[config.mk]
export PLATFORM = sky130hd
export DESIGN_NAME = shift_seq_ctrl
export DESIGN_NICKNAME = d
export VERILOG_FILES = /design/src/rtl/shift_seq_ctrl.sv
export SDC_FILE = /design/constraint.sdc
export NUM_CORES = 1
export LEC_CHECK = 0
export BUFFER_PORTS_ARGS = -buffer_cell sky130_fd_sc_hd__buf_2
export CAP_MARGIN = 20
export CORE_UTILIZATION = 55
export DETAILED_ROUTE_END_ITERATION = 8
export PLACE_DENSITY = 0.85
export SLEW_MARGIN = 20
export SYNTH_ARGS = -nofsm -noshare
export SYNTH_HDL_FRONTEND = slang
export SYNTH_SLANG_ARGS = --single-unit
[constraint.sdc]
create_clock -name clk_i -period 5.14 [get_ports clk_i]
set_clock_uncertainty 0.15 [all_clocks]
set_input_delay 0.771 -clock clk_i [delete_from_list [all_inputs] [get_ports clk_i]]
set_output_delay 0.771 -clock clk_i [all_outputs]
set_load 0.01 [all_outputs]
[src/rtl/shift_seq_ctrl.sv]
// Iterative shift sequencer: shifts a 32-bit operand by up to STEP bits per clock.
// Optional abort input enabled by defining SHIFT_SEQ_KILL_EN.
module shift_seq_ctrl #(
  parameter int STEP = 1
) (
  input  logic        clk_i,
  input  logic        rst_i,
  input  logic        start_i,
  input  logic [31:0] a_i,
  input  logic [4:0]  shamt_i,
  input  logic [1:0]  type_i,
`ifdef SHIFT_SEQ_KILL_EN
  input  logic        kill_i,
`endif
  output logic        ready_o,
  output logic        busy_o,
  output logic        done_o,
  output logic [31:0] r_o
);

  typedef enum logic [1:0] {
    S_IDLE  = 2'd0,
    S_SHIFT = 2'd1,
    S_DONE  = 2'd2
  } state_e;

  localparam logic [1:0] OP_SRL  = 2'b00;
  localparam logic [1:0] OP_SLL  = 2'b01;
  localparam logic [1:0] OP_SRA  = 2'b10;
  localparam logic [1:0] OP_PASS = 2'b11;
  localparam logic [4:0] STEP_C  = 5'(STEP);

  state_e      state_q, state_d;
  logic [31:0] acc_q, acc_d;
  logic [4:0]  cnt_q, cnt_d;
  logic [1:0]  op_q, op_d;
  logic [31:0] r_q, r_d;
  logic        ready_q, ready_d;
  logic        busy_q, busy_d;
  logic        done_q, done_d;

  logic        kill_s;
  logic [4:0]  step_s;
  logic [4:0]  cnt_rem_s;
  logic [31:0] shifted_s;

`ifdef SHIFT_SEQ_KILL_EN
  assign kill_s = kill_i;
`else
  assign kill_s = 1'b0;
`endif

  // One iteration of the datapath: s = min(STEP, cnt), so cnt can never underflow.
  always_comb begin
    step_s    = (cnt_q < STEP_C) ? cnt_q : STEP_C;
    cnt_rem_s = cnt_q - step_s;
    case (op_q)
      OP_SRL:  shifted_s = acc_q >> step_s;
      OP_SLL:  shifted_s = acc_q << step_s;
      OP_SRA:  shifted_s = 32'($signed(acc_q) >>> step_s);
      default: shifted_s = acc_q;
    endcase
  end

  always_comb begin
    state_d = state_q;
    acc_d   = acc_q;
    cnt_d   = cnt_q;
    op_d    = op_q;
    r_d     = r_q;
    case (state_q)
      S_IDLE: begin
        if (start_i && !kill_s) begin
          acc_d = a_i;
          cnt_d = shamt_i;
          op_d  = type_i;
          if ((type_i == OP_PASS) || (shamt_i == 5'd0)) begin
            state_d = S_DONE;
            r_d     = a_i;
          end else begin
            state_d = S_SHIFT;
          end
        end else begin
          state_d = S_IDLE;
        end
      end
      S_SHIFT: begin
        if (kill_s) begin
          state_d = S_IDLE;
        end else begin
          acc_d = shifted_s;
          cnt_d = cnt_rem_s;
          if (cnt_rem_s == 5'd0) begin
            state_d = S_DONE;
            r_d     = shifted_s;
          end else begin
            state_d = S_SHIFT;
          end
        end
      end
      // DONE lasts one cycle regardless of kill, so the pulse is never repeated.
      S_DONE:  state_d = S_IDLE;
      default: state_d = S_IDLE;
    endcase
    ready_d = (state_d == S_IDLE);
    busy_d  = (state_d != S_IDLE);
    done_d  = (state_d == S_DONE);
  end

  // State, datapath and output flags; reset overrides every other input.
  always_ff @(posedge clk_i) begin
    if (rst_i) begin
      state_q <= S_IDLE;
      acc_q   <= 32'd0;
      cnt_q   <= 5'd0;
      op_q    <= 2'b00;
      r_q     <= 32'd0;
      ready_q <= 1'b1;
      busy_q  <= 1'b0;
      done_q  <= 1'b0;
    end else begin
      state_q <= state_d;
      acc_q   <= acc_d;
      cnt_q   <= cnt_d;
      op_q    <= op_d;
      r_q     <= r_d;
      ready_q <= ready_d;
      busy_q  <= busy_d;
      done_q  <= done_d;
    end
  end

  assign ready_o = ready_q;
  assign busy_o  = busy_q;
  assign done_o  = done_q;
  assign r_o     = r_q;

endmodule

==> run metrics <==
result of the run=finished clean; pwr dens=around 410 nW/um^2; post-synthesis net count=500; Synth Register Bits=76; # hold bufs at CTS=0; R2R Path Start=cnt_q[2]; Post-CTS Resized=0; final hold vios=0; pre-CTS setup slack=between 1.5 and 2 ns; clock-pin slew on the worst setup and hold paths=~0.080 ns; Critical Path End=r_o[9]; Register-to-Register Path Depth=9; Setup TNS Final=0 ns; PnR worst setup slack=1.45 ns; GR Layer Usage met1=36.8%; number of diodes=0; reg2reg setup slack=1.45 ns; largest net degree at the start of global routing=76; nets=551; GRT overflow=0; first-pass GRT wire length=roughly 17,000 um; Min-Delay Path Class=reg -> reg; max-slew violation count=0; final setup fails=0; startpoint of the worst hold path=r_o[11]; Initial DRC Count=388; buffers inserted by post-CTS timing repair=0; Rel. slew slack=between 30% and 40%; CTS Sinks=76; DRT Wirelength=roughly 10,000 um; worst reg2reg path endpoint=r_o[9]; gr usage total=between 20% and 30%; Synth warnings=0; TritonCTS clock tree=yes; drt drc=0; met2 usage in global routing=between 40% and 50%; Via density=roughly 6.3; crit end category=flip-flop; antenna violations before repair=0; wire per inst=roughly 17 um; die span in x=approximately 87 um; final worst path period need=~3.7 ns; sequential fraction of the synthesis area=between 30% and 40%; clk_lat worst skew=0.35 ns; root buf cell=clkbuf_8; Rows=30; Synth Instances=approximately 460; Die Span Y=~87 um; GP Congestion=0.864; WP data required=5.25 ns; Lkg Pwr=roughly 1.9 nW; Worst VDD drop=between 0.15 and 0.2 mV; fraction of layout cells with a size suffix above 1=~28%; I/O Pins=just under 80; crit path from=cnt_q[2]; total core area=6910 um^2; port bufs=76; met3 usage=under 10%; RSZ-0062 raised after global routing=no; hpwl dp=just under 7000 um; Final period util=71.9%; vias in the first global route=around 3,600; first-pass detailed-route iteration total=7; Mapped Area=approximately 4000 um^2; DIE AREA=between 7000 and 8000 um^2; via count=3,847; CP Launch Type=flip-flop; Crit Path Class=reg -> reg; DRT antenna net count=0; Avg Inst Size Synth=between 8 and 9 um^2; max_cap viols=0; Distinct cells, synth=50; fmax=0.271 GHz; layer with the highest usage=met2; slew at the pin with the worst max-slew slack=1.05 ns; Clock Path Buffers=2; Num CTS Buffers=9; H-tree Lvls=3; critical path fanouts, max=31; Starting Density=57.6%; Area Growth Syn to Fin=16.1%; CP arrival=approximately 3.8 ns
Yosys cell counts, drive strengths merged:
cell | number | area (um^2)
o2bb2ai | 1 | 8.76
dfxtp | 76 | 1520
nor4 | 1 | 6.26
or4b | 1 | 10.0
a32o | 1 | 10.0
o2111ai | 3 | 26.3
a311oi | 14 | 123
o211a | 1 | 10.0
a21o | 1 | 7.51
a221oi | 6 | 52.6
nor3 | 11 | 60.1
o31ai | 4 | 30.0
a32oi | 4 | 35.0
mux2 | 37 | 417
clkbuf | 29 | 109
nor3b | 5 | 37.5
a21oi | 15 | 78.8
o22ai | 2 | 12.5
o221a | 1 | 11.3
a22oi | 8 | 60.1
or2 | 3 | 18.8
a31oi | 8 | 50.1
inv | 4 | 15.0
nand2b | 2 | 12.5
o221ai | 2 | 17.5
o32a | 1 | 10.0
o32ai | 1 | 16.3
a211oi | 45 | 338
and3b | 1 | 8.76
mux2i | 5 | 50.1
ha | 2 | 25.0
a222oi | 13 | 130
buf | 13 | 87.6
nor4b | 1 | 8.76
nor2b | 2 | 12.5
or3 | 2 | 17.5
a21boi | 1 | 7.51
nand3b | 4 | 30.0
and3 | 3 | 18.8
nor2 | 88 | 330
o21ai | 6 | 41.3
nand2 | 28 | 108
cell families after synthesis:
group / count (synthesis) / synth area share [%]
adder cells (fa/ha/maj): 2 / 0.629
buffers and inverters: 46 / 5.31
multiplexers: 42 / 11.7
AO/OA/AOI/OAI: 138 / 27.0
flip-flops: 76 / 38.2
AND/OR/NAND/NOR: 152 / 17.1
placed cells by master, fill, tap and decap left out, drive strengths merged, types with 2 or more instances in the layout:
cell / synthesis / final
a221oi: 6 / 6
inv: 4 / 5
dfxtp: 76 / 76
and3: 3 / 3
a31oi: 8 / 8
buf: 13 / 82
nor2: 88 / 88
mux2: 37 / 37
nor3: 11 / 11
nor2b: 2 / 2
nand2b: 2 / 2
nand3b: 4 / 4
nor3b: 5 / 5
o31ai: 4 / 4
a211oi: 45 / 45
clkbuf: 29 / 11
a22oi: 8 / 8
o221ai: 2 / 2
ha: 2 / 2
nand2: 28 / 28
or2: 3 / 3
a21oi: 15 / 15
a311oi: 14 / 14
or3: 2 / 2
mux2i: 5 / 5
o21ai: 6 / 6
bufinv: 0 / 3
a32oi: 4 / 4
a222oi: 13 / 13
o2111ai: 3 / 3
o22ai: 2 / 2
critical path, cell delays in order (launching register included):
cell and delay, ns:
dfxtp_1 0.40, nor3_2 0.54, a21o_1 0.26, ha_1 0.22, nor2b_1 0.15, a221oi_1 0.15, o32ai_4 0.94, buf_4 0.44
nor2_1 0.07, a311oi_1 0.27
stage by stage:
stage | util (%) | instance area, um^2 | cells | hold slack, ns | total power [W]
2_1_floorplan | - | 3980 | 456 | 0.331 | 0.00118
3_3_place_gp | 62.9 | 4350 | 591 | 0.300 | 0.00131
3_5_place_dp | 63.3 | 4370 | 592 | 0.300 | 0.00133
4_1_cts | 66.9 | 4620 | 608 | 0.310 | 0.00189
5_1_grt | 66.9 | 4620 | 608 | 0.337 | 0.00199
6_report | 66.9 | 4620 | 608 | 0.308 | 0.00189
worst min-delay path by stage:
stage | end | slack, ns | cells past startpoint
3_3_place_gp | r_o[4] | 0.30 | 2
6_report | r_o[11] | 0.31 | 2
3_5_place_dp | r_o[17] | 0.30 | 2
2_1_floorplan | r_o[11] | 0.33 | 2
4_1_cts | r_o[17] | 0.31 | 2
5_1_grt | r_o[11] | 0.34 | 2
sequential cells by signal (all words and copies together) (netlist names):
name / flops
op_q: 2
ready_o: 1
cnt_q: 5
r_o: 32
done_o: 1
busy_o: 1
state_q: 2
acc_q: 32
where the power goes:
part           switching (W)  internal, W  total (W)
registers          0.0000769     0.000669   0.000746
clock network       0.000227     0.000339   0.000565
logic               0.000331     0.000251   0.000582
layout make-up:
cell class | count | area (um^2)
fill | 580 | 2280
multi-input combinational | 334 | 2270
sequential | 76 | 1520
timing repair buffer | 82 | 445
clock buffer | 11 | 141
tap | 96 | 120
clock inverter | 5 | 108
inverter | 4 | 15.0
layer usage:
| metal | share of wire (%) | vias to the layer above |
|---|---|---|
| met1 | 42 | 1802 |
| met3 | 8.2 | 17 |
| li1 | - | 1835 |
| met2 | 49 | 193 |
| met4 | 1.5 | 0 |
| met5 | 0 | - |
Note: power is estimated with default switching activity, not from simulation.
